`config.mk`:
```
export PLATFORM = sky130hd
export DESIGN_NAME = vid_out_stage_flat
export DESIGN_NICKNAME = d
export VERILOG_FILES = /design/src/rtl/vid_out_stage_if.sv /design/src/rtl/vid_out_stage.sv /design/src/flat_wrapper.sv
export SDC_FILE = /design/constraint.sdc
export NUM_CORES = 1
export LEC_CHECK = 0
export CAP_MARGIN = 20
export CORE_MARGIN = 5
export CORE_UTILIZATION = 43
export CTS_CLUSTER_SIZE = 12
export DETAILED_ROUTE_END_ITERATION = 7
export HOLD_SLACK_MARGIN = 0.1
export PLACE_DENSITY_LB_ADDON = 0.1
export SLEW_MARGIN = 20
export SYNTH_ARGS = -nofsm -noshare
export SYNTH_HDL_FRONTEND = slang
export SYNTH_SLANG_ARGS = --single-unit
export TNS_END_PERCENT = 50
```
`constraint.sdc`:
```
create_clock -name pclk -period 4.6 [get_ports pclk]
set_input_delay 0.69 -clock pclk [delete_from_list [all_inputs] [get_ports pclk]]
set_output_delay 0.69 -clock pclk [all_outputs]
set_load 0.02 [all_outputs]
```
`src/rtl/vid_out_stage_if.sv`:
```
// Video timing and colour bundle for the output stage.
// master: the upstream side; drives *_in, receives *_out.
// slave : the output stage; receives *_in, drives *_out.
//   hde/vde   horizontal / vertical display enables
//   hs/vs     syncs (inputs: 1 = active; outputs: after polarity select)
//   r/g/b     colour channels, RGB_hbit+1 bits each
//   vid_de    delayed hde & vde, for DVI encoders
interface vid_out_stage_if #(
  parameter int unsigned RGB_hbit = 7
);
  logic              hde_in;
  logic              vde_in;
  logic              hs_in;
  logic              vs_in;
  logic [RGB_hbit:0] r_in;
  logic [RGB_hbit:0] g_in;
  logic [RGB_hbit:0] b_in;

  logic              hde_out;
  logic              vde_out;
  logic              hs_out;
  logic              vs_out;
  logic              vid_de_out;
  logic [RGB_hbit:0] r_out;
  logic [RGB_hbit:0] g_out;
  logic [RGB_hbit:0] b_out;

  modport master (
    output hde_in, vde_in, hs_in, vs_in, r_in, g_in, b_in,
    input  hde_out, vde_out, hs_out, vs_out, vid_de_out, r_out, g_out, b_out
  );

  modport slave (
    input  hde_in, vde_in, hs_in, vs_in, r_in, g_in, b_in,
    output hde_out, vde_out, hs_out, vs_out, vid_de_out, r_out, g_out, b_out
  );
endinterface

```
`src/rtl/vid_out_stage.sv`:
```
// Video output stage: delays timing and RGB through PIPE_DEPTH pixel-rate
// stages, blanks colour outside the active area (black / border / pass),
// applies sync polarity, produces the DAC clock and counts frames.
// Ports:
//   pclk, reset      clock; synchronous active-high reset
//   pc_ena           pixel phase counter; a pixel advances when it is 0
//   vid              video bundle (slave modport)
//   mute_mode        0 black, 1 border colour, 2/3 pass-through
//   border_r/g/b     border colour
//   vid_clk          registered (pc_ena >= VCLK_PHASE)
//   frame_cnt        count of raw vs rising edges seen at pixel strobes
module vid_out_stage #(
  parameter int unsigned RGB_hbit   = 7,
  parameter int unsigned PIPE_DEPTH = 1,
  parameter bit          HS_invert  = 1'b1,
  parameter bit          VS_invert  = 1'b1,
  parameter int unsigned VCLK_PHASE = 3
) (
  input  logic              pclk,
  input  logic              reset,
  input  logic [3:0]        pc_ena,
  vid_out_stage_if.slave    vid,
  input  logic [1:0]        mute_mode,
  input  logic [RGB_hbit:0] border_r,
  input  logic [RGB_hbit:0] border_g,
  input  logic [RGB_hbit:0] border_b,
  output logic              vid_clk,
  output logic [15:0]       frame_cnt
);

  typedef enum logic [1:0] {
    MUTE_BLACK    = 2'd0,
    MUTE_BORDER   = 2'd1,
    MUTE_PASS     = 2'd2,
    MUTE_PASS_ALT = 2'd3
  } mute_e;

  typedef struct packed {
    logic              hde;
    logic              vde;
    logic              hs;
    logic              vs;
    logic              de;
    logic [RGB_hbit:0] r;
    logic [RGB_hbit:0] g;
    logic [RGB_hbit:0] b;
  } stage_t;

  // Sync stages idle at the inactive output level, not at 0.
  localparam stage_t STAGE_RST = '{hde: 1'b0, vde: 1'b0, hs: HS_invert,
                                   vs: VS_invert, de: 1'b0,
                                   r: '0, g: '0, b: '0};
  localparam logic [3:0] VCLK_TH = 4'(VCLK_PHASE);

  logic   ps;
  mute_e  mode;
  stage_t cap;
  stage_t pipe [PIPE_DEPTH];
  logic   vs_prev;

  assign ps   = (pc_ena == 4'd0);
  assign mode = mute_e'(mute_mode);

  always_comb begin
    cap     = STAGE_RST;
    cap.hde = vid.hde_in;
    cap.vde = vid.vde_in;
    cap.hs  = vid.hs_in ^ HS_invert;
    cap.vs  = vid.vs_in ^ VS_invert;
    cap.de  = vid.hde_in & vid.vde_in;
    if (cap.de) begin
      cap.r = vid.r_in;
      cap.g = vid.g_in;
      cap.b = vid.b_in;
    end else begin
      unique case (mode)
        MUTE_BLACK: begin
          cap.r = '0;
          cap.g = '0;
          cap.b = '0;
        end
        MUTE_BORDER: begin
          cap.r = border_r;
          cap.g = border_g;
          cap.b = border_b;
        end
        MUTE_PASS, MUTE_PASS_ALT: begin
          cap.r = vid.r_in;
          cap.g = vid.g_in;
          cap.b = vid.b_in;
        end
        default: begin
          cap.r = vid.r_in;
          cap.g = vid.g_in;
          cap.b = vid.b_in;
        end
      endcase
    end
  end

  always_ff @(posedge pclk) begin
    if (reset) begin
      for (int unsigned i = 0; i < PIPE_DEPTH; i++) pipe[i] <= STAGE_RST;
    end else if (ps) begin
      pipe[0] <= cap;
      for (int unsigned i = 1; i < PIPE_DEPTH; i++) pipe[i] <= pipe[i-1];
    end
  end

  // Edge detect on the raw input so the count is independent of polarity
  // and of pipeline depth.
  always_ff @(posedge pclk) begin
    if (reset) begin
      vs_prev   <= 1'b0;
      frame_cnt <= '0;
    end else if (ps) begin
      vs_prev <= vid.vs_in;
      if (vid.vs_in && !vs_prev) frame_cnt <= frame_cnt + 16'd1;
    end
  end

  always_ff @(posedge pclk) begin
    if (reset) vid_clk <= 1'b0;
    else       vid_clk <= (pc_ena >= VCLK_TH);
  end

  assign vid.hde_out    = pipe[PIPE_DEPTH-1].hde;
  assign vid.vde_out    = pipe[PIPE_DEPTH-1].vde;
  assign vid.hs_out     = pipe[PIPE_DEPTH-1].hs;
  assign vid.vs_out     = pipe[PIPE_DEPTH-1].vs;
  assign vid.vid_de_out = pipe[PIPE_DEPTH-1].de;
  assign vid.r_out      = pipe[PIPE_DEPTH-1].r;
  assign vid.g_out      = pipe[PIPE_DEPTH-1].g;
  assign vid.b_out      = pipe[PIPE_DEPTH-1].b;

endmodule

```
`src/flat_wrapper.sv`:
```
// flat-port wrapper written by rule: the top's interface ports become plain ports
module vid_out_stage_flat 
#(
  parameter int unsigned RGB_hbit   = 7,
  parameter int unsigned PIPE_DEPTH = 1,
  parameter bit          HS_invert  = 1'b1,
  parameter bit          VS_invert  = 1'b1,
  parameter int unsigned VCLK_PHASE = 3
)
  (pclk, reset, pc_ena, mute_mode, border_r, border_g, border_b, vid_clk, frame_cnt, vid_hde_in, vid_vde_in, vid_hs_in, vid_vs_in, vid_r_in, vid_g_in, vid_b_in, vid_hde_out, vid_vde_out, vid_hs_out, vid_vs_out, vid_vid_de_out, vid_r_out, vid_g_out, vid_b_out);
  vid_out_stage_if #(.RGB_hbit(RGB_hbit)) vid_i ();
  input  logic pclk;
  input  logic reset;
  input  logic [3:0] pc_ena;
  input  logic [1:0] mute_mode;
  input  logic [RGB_hbit:0] border_r;
  input  logic [RGB_hbit:0] border_g;
  input  logic [RGB_hbit:0] border_b;
  output logic vid_clk;
  output logic [15:0] frame_cnt;
  input wire logic [$bits(vid_i.hde_in)-1:0] vid_hde_in;
  input wire logic [$bits(vid_i.vde_in)-1:0] vid_vde_in;
  input wire logic [$bits(vid_i.hs_in)-1:0] vid_hs_in;
  input wire logic [$bits(vid_i.vs_in)-1:0] vid_vs_in;
  input wire logic [$bits(vid_i.r_in)-1:0] vid_r_in;
  input wire logic [$bits(vid_i.g_in)-1:0] vid_g_in;
  input wire logic [$bits(vid_i.b_in)-1:0] vid_b_in;
  output wire logic [$bits(vid_i.hde_out)-1:0] vid_hde_out;
  output wire logic [$bits(vid_i.vde_out)-1:0] vid_vde_out;
  output wire logic [$bits(vid_i.hs_out)-1:0] vid_hs_out;
  output wire logic [$bits(vid_i.vs_out)-1:0] vid_vs_out;
  output wire logic [$bits(vid_i.vid_de_out)-1:0] vid_vid_de_out;
  output wire logic [$bits(vid_i.r_out)-1:0] vid_r_out;
  output wire logic [$bits(vid_i.g_out)-1:0] vid_g_out;
  output wire logic [$bits(vid_i.b_out)-1:0] vid_b_out;
  assign vid_i.hde_in = vid_hde_in;
  assign vid_i.vde_in = vid_vde_in;
  assign vid_i.hs_in = vid_hs_in;
  assign vid_i.vs_in = vid_vs_in;
  assign vid_i.r_in = vid_r_in;
  assign vid_i.g_in = vid_g_in;
  assign vid_i.b_in = vid_b_in;
  assign vid_hde_out = vid_i.hde_out;
  assign vid_vde_out = vid_i.vde_out;
  assign vid_hs_out = vid_i.hs_out;
  assign vid_vs_out = vid_i.vs_out;
  assign vid_vid_de_out = vid_i.vid_de_out;
  assign vid_r_out = vid_i.r_out;
  assign vid_g_out = vid_i.g_out;
  assign vid_b_out = vid_i.b_out;
  vid_out_stage #(.RGB_hbit(RGB_hbit), .PIPE_DEPTH(PIPE_DEPTH), .HS_invert(HS_invert), .VS_invert(VS_invert), .VCLK_PHASE(VCLK_PHASE)) u_core (.pclk(pclk), .reset(reset), .pc_ena(pc_ena), .vid(vid_i), .mute_mode(mute_mode), .border_r(border_r), .border_g(border_g), .border_b(border_b), .vid_clk(vid_clk), .frame_cnt(frame_cnt));
endmodule
```
==> impl_metrics.tcl, run 1 <==
set metrics [dict create \
    status "completed" \
    cp-start-kind "input port" \
    worstPathRequired_ns 4.83 \
    final_util_pct 69.65 \
    antenna_found_initial 0 \
    detail-route-antenna-nets 0 \
    routed-via-count 1958 \
    grt_pass1_wl_mm 9.315 \
    end_kind "register" \
    p_clk_share_pct 29.1 \
    fill_cells 387 \
    post_cts_buffers 0 \
    path_cells "clkdlybuf4s50_1 -> or4_4 -> or3_4 -> or4b_1 -> a21oi_1" \
    maxSlewViolCount 0 \
    crit_path_top_delay_cell "or4_4" \
    syn_avg_cell_area_sq_um 9.980 \
    synth_ff_type "edfxtp_1" \
    rrSetupSlack_ns 2.73 \
    p_leak_nw 1.150 \
    row_count 25 \
    grt.total_usage_pct 18.41 \
    start_util_pct 44.63 \
    die_h_um 80.48 \
    yosysTopAreaCell "edfxtp_1" \
    arrival_ns 2.86 \
    combPwrFrac_pct 17.4 \
    syn_to_final_growth_pct 56.06 \
    cts_hold_buf 0 \
    synth_common_cells "33 x a21oi_1, 33 x nand2_1, 29 x edfxtp_1, 29 x nand3_1, 18 x dfxtp_1" \
    synth.distinct_cells 35 \
    synth_top_family_by_area "simple AND/OR/NAND/NOR gates" \
    r2r_start "u_core.frame_cnt[0]" \
    cpPeakStageDelay_ns 0.60 \
    clock_latency_ns 0.29 \
    hold_depth 2 \
    synth_area_leaders "edfxtp_1 41%, dfxtp_1 17%, a21oi_1 7.7%" \
    cp_top_family "simple AND/OR/NAND/NOR gates" \
    cts_tree "yes" \
    cts_root_buf "clkbuf_8" \
    drive_above_1_share_pct 4.732 \
    cts_buffer_depth 2 \
    power_switching_w 0.0002088 \
    dr.pass1.iters 4 \
    fin_crit_ns 2.634 \
    reg2reg_to "u_core.frame_cnt[12]" \
    yosys_warnings 0 \
    portBuffers 105 \
    slew_headroom_pct 35.47 \
    gr-total-overflow 0 \
    grt_pass1_vias 1933 \
    muxShareOfSynthArea_pct 0.4687 \
    synth-adder-area-share_pct 0.5858 \
    rsz0062_at_grt "false" \
    cts_resized 0 \
    n_antenna_cell 0 \
    synth_xor_area_share_pct 3.281 \
    dp_hpwl_mm 4.046 \
    ys_ff_latch 47 \
    routed_wl_mm 5.695 \
    die-area_sq_um 6476 \
    path_clk_slew_ns 0.09 \
    cts_made_buffers 5 \
    seqPwrFrac_pct 53.5 \
    finalPower_w 0.0008764 \
    cts_sinks 47 \
    post-place-cells 376 \
    path_class "in -> reg" \
    grt_max_degree 30 \
    synth_top_area_share_pct 40.77 \
    fmax_mhz 379.6 \
    top_level_ports 106 \
    internal_power_w 0.0006676 \
    crit_fanout 9 \
    clock_skew_ns 0.003899 \
    postSynth.asyncResetShare_pct 0 \
    coreArea_sq_um 4786 \
    synth_nets 275 \
    reg2reg_depth 5 \
    layout.nets 377 \
    synth_enable_flop_cells 29 \
    tightest_slew_ns 0.9680 \
    die_w_um 80.48 \
    hp-class "reg -> reg" \
    final-setup-viol-count 0 \
    htree_levels 2 \
    synthCells 214 \
    synth.yosys.seq_area_share_pct 57.64 \
    tns_ns 0 \
    yosys.area_share.simple_pct 24.14 \
    drt_iter0_markers 133 \
    routedWlPerCell_um 14.83 \
    syn_area_sq_um 2136 \
    powerDensity_nw_per_um2 262.9 \
    peakVddDrop_mv 0.1410 \
    whs_endpoint "u_core.vs_prev" \
    hold_violations 0 \
    startpoint "pc_ena[0]" \
    place.gp.congestion 0.7311 \
    drv_cap 0 \
    instances_no_fill 384 \
    drcViolationCount 0 \
    post-route-period-util_pct 57.27 \
    path_buf_inv 1 \
    netSwitchingFraction_pct 23.82 \
    synth_compound_area_share_pct 10.54 \
    holdCritStartpoint "u_core.vs_prev" \
    avgViaCountPerCell 5.099 \
]
cell type report:
| cell class | count | area [sq um] | share of cell area (%) |
|---|---|---|---|
| Sequential cell | 47 | 1231 | 36.94 |
| Clock buffer | 6 | 82.58 | 2.477 |
| Timing Repair Buffer | 108 | 1074 | 32.21 |
| Multi-Input combinational cell | 152 | 844.6 | 25.34 |
| Tap cell | 67 | 83.83 | 2.515 |
| Clock inverter | 2 | 10.01 | 0.3003 |
| Inverter | 2 | 7.507 | 0.2252 |
cells by family after synthesis:
kind of cell,after synthesis
simple gates,100
buf+inv,15
fa+ha+maj,1
mux,1
xor+xnor,8
compound gates,42
flops,47
worst min-delay path: cells and delay by family (launching register included):
| kind | cells | cell delay (ns) |
|---|---|---|
| simple gates | 1 | 0.06 |
| compound gates | 1 | 0.05 |
| flops | 1 | 0.33 |
state kept, by name (all words and copies together) (netlist names):
register / flops
u_core.vid_clk: 1
u_core.frame_cnt: 16
u_core.pipe: 29
u_core.vs_prev: 1
cells in the final DEF, fill, tap and decap left out, drive strengths merged, types with 2 or more instances in the layout:
cell type	count
or3	4
and2	2
nand2	33
o41ai	2
edfxtp	29
inv	3
xnor2	3
nand3	29
o21ai	4
nand4	2
or4b	3
xor2	5
nor2	11
clkdlybuf4s50	105
nor4	2
dfxtp	18
nand2b	2
buf	3
a21oi	33
clkbuf	6
and4	3
and3	2
per-stage QoR:
| step | cell area [sq um] | setup WS (ns) | hold WS [ns] |
|---|---|---|---|
| after floorplan | 2136 | 2.070 | 0.4402 |
| after global placement | 3233 | 1.708 | 0.4637 |
| after detailed placement | 3233 | 1.644 | 0.4595 |
| after CTS | 3326 | 1.973 | 0.4774 |
| after global routing | 3333 | 1.902 | 0.5158 |
| final | 3333 | 1.966 | 0.4765 |
power by group through the flow:
stage | Clock (W) | Sequential [W] | Combinational [W]
5_1_grt | 0.000282 | 0.000470 | 0.000163
4_1_cts | 0.000261 | 0.000469 | 0.000153
2_1_floorplan | 0 | 0.000504 | 0.0000308
3_5_place_dp | 0 | 0.000478 | 0.000152
6_report | 0.000255 | 0.000468 | 0.000153
3_3_place_gp | 0 | 0.000478 | 0.000151
routing by layer:
metal	track usage [%]	vias to the layer above	share of wire (%)
li1	-	979	-
met1	22.94	893	39
met2	32.78	79	51
met3	3.251	7	8.4
met4	4.561	0	1.0
met5	0	-	0
worst max path at each step:
stage	cells past startpoint	endpoint
6_report	5	u_core.frame_cnt[15]
3_3_place_gp	5	u_core.frame_cnt[15]
3_5_place_dp	5	u_core.frame_cnt[15]
4_1_cts	5	u_core.frame_cnt[15]
5_1_grt	5	u_core.frame_cnt[15]
2_1_floorplan	6	u_core.frame_cnt[15]
(Power assumes the default switching activity.)
==> run 2: changes to the inputs <==
CORE_UTILIZATION = 36   (was 43)
clock period = 2.2 ns   (was 4.6 ns; I/O delays follow)
==> run 2 against run 1 <==
  * Total power up 110%
  * Via count up 2.6%
  * Critical path depth stayed put
  * Die area increased by 17%
  * Register-to-register slack worse by 2.3 ns
  * Global-route usage is 2.5 points lower
  * Clock power increased by 100%
  * Worst hold slack better by 0.0049 ns
  * Sequential share of layout area is 1.5 points lower
  * Clock skew about the same
  * Non-clock buffer count is 15 higher
  * Critical endpoint unchanged
  * Largest cell class unchanged
  * Largest power group unchanged
==> impl_metrics.tcl, run 2 (synthesized netlist as in run 1, its figures left out) <==
set metrics [dict create \
    grt_pass1_wl_mm 9.446 \
    path_buf_inv 1 \
    row_count 28 \
    clock_latency_ns 0.29 \
    drcViolationCount 0 \
    p_leak_nw 1.224 \
    fill_cells 517 \
    maxSlewViolCount 0 \
    die-area_sq_um 7573 \
    clock_skew_ns 0.003428 \
    drive_above_1_share_pct 9.309 \
    cts_root_buf "clkbuf_8" \
    crit_fanout 5 \
    start_util_pct 36.51 \
    fin_crit_ns 2.154 \
    cts_sinks 47 \
    cpPeakStageDelay_ns 0.56 \
    final_common_cell "clkdlybuf4s50_1" \
    drv_cap 0 \
    cts_buffer_depth 2 \
    routed_wl_mm 6.046 \
    dr.pass1.iters 4 \
    coreArea_sq_um 5851 \
    reg_top3 "u_core.pipe (29), u_core.frame_cnt (16)" \
    routedWlPerCell_um 14.82 \
    status "completed" \
    fmax_mhz 464.4 \
    largest_reg_flops 29 \
    hold_violations 0 \
    path_class "in -> reg" \
    hp-class "reg -> reg" \
    final_util_pct 59.43 \
    final-setup-viol-count 0 \
    finalPower_w 0.001833 \
    instances_no_fill 408 \
    drt_iter0_markers 100 \
    regMostFlops "u_core.pipe" \
    path_cells "clkdlybuf4s50_1 -> or4_4 -> or3_4 -> or4b_1 -> a21oi_1" \
    detail-route-antenna-nets 0 \
    grt_max_degree 30 \
    antenna_found_initial 0 \
    layout.nets 393 \
    end_kind "register" \
    die_h_um 87.03 \
    dp_hpwl_mm 4.405 \
    tightest_slew_ns 0.8032 \
    syn_to_final_growth_pct 62.80 \
    routed-via-count 2008 \
    grt.total_usage_pct 15.95 \
    layout_common_cells "105 x clkdlybuf4s50_1, 33 x nand2_1, 32 x a21oi_1, 29 x nand3_1, 29 x edfxtp_1" \
    n_antenna_cell 0 \
    crit_path_top_delay_cell "or4_4" \
    grt_pass1_vias 1975 \
    slew_headroom_pct 46.45 \
    peakVddDrop_mv 0.3102 \
    cts_tree "yes" \
    worstPathRequired_ns 2.43 \
    rsz0062_at_grt "false" \
    post-place-cells 398 \
    arrival_ns 2.38 \
    place.gp.congestion 0.7632 \
    powerDensity_nw_per_um2 527.1 \
    portBuffers 105 \
    htree_levels 2 \
    top_level_ports 106 \
    die_w_um 87.03 \
    cp-start-kind "input port" \
    cp_top_family "simple AND/OR/NAND/NOR gates" \
    gr-total-overflow 0 \
    cts_made_buffers 5 \
    avgViaCountPerCell 4.922 \
    post-route-period-util_pct 97.89 \
    path_clk_slew_ns 0.08 \
]
## run 2: cell types whose count changed in the layout (fill, tap and decap cells not counted), sizes merged
cell      before  now
buf            3   18
clkbuf         6    5
clkinv         1    2
clkinvlp       0    1
inv            3    2
or3            4    5
## run 2: metal layers
metal / track usage, % / routed length [um]
met1: 19.49 / 2591
met3: 6.623 / 610
met2: 25.95 / 2805
met4: 4.249 / 38
met5: 0 / 0
## run 2: layout make-up
type                    instances  area, sq um  share of cell area [%]
multi-input cells             153        844.6                   24.29
clock buffers                   5        68.82                   1.979
inverters                       2        7.507                  0.2159
well taps                      75        93.84                   2.699
flip-flops and latches         47         1231                   35.41
repair buffers                123         1211                   34.83
clock inverters                 3        20.02                  0.5757
## run 2: timing repair
| item | in CTS | in global routing |
|---|---|---|
| hold buffers | 0 | 0 |
| endpoints found under the setup margin | 0 | 1 |
| gates resized for setup | 0 | 0 |
| buffers inserted | 0 | 1 |
## run 2: power breakdown
| group | internal [W] | switching [W] | leakage, nW |
|---|---|---|---|
| clock network | 0.000222 | 0.000293 | 0.0418 |
| registers | 0.000970 | 0.00000989 | 0.426 |
| logic | 0.000187 | 0.000151 | 0.757 |
## run 2: final timing paths
path                  startpoint  cells after the start  slack, ns              endpoint
max                    pc_ena[2]                      5       0.05  u_core.frame_cnt[15]
min               u_core.vs_prev                      2       0.48        u_core.vs_prev
max reg2reg  u_core.frame_cnt[4]                      4       0.42  u_core.frame_cnt[12]
min reg2reg       u_core.vs_prev                      2       0.48        u_core.vs_prev
## run 2: worst register-to-register path: stages (launching register included)
cell and delay [ns]:
dfxtp_1 0.40, and4_1 0.31, nand2_1 0.19, or4b_2 0.67, a21oi_1 0.15
## run 2: metrics by stage
stage | hold WS, ns | TNS [ns] | setup WS (ns) | area, sq um
final | 0.4814 | 0 | 0.04647 | 3477
after global routing | 0.5118 | 0 | 0.004885 | 3477
after CTS | 0.4851 | 0 | 0.02215 | 3462
after detailed placement | 0.4714 | -0.7146 | -0.2829 | 3373
after global placement | 0.4646 | -0.5514 | -0.2522 | 3373
after floorplan | 0.4402 | 0 | 0.03006 | 2136
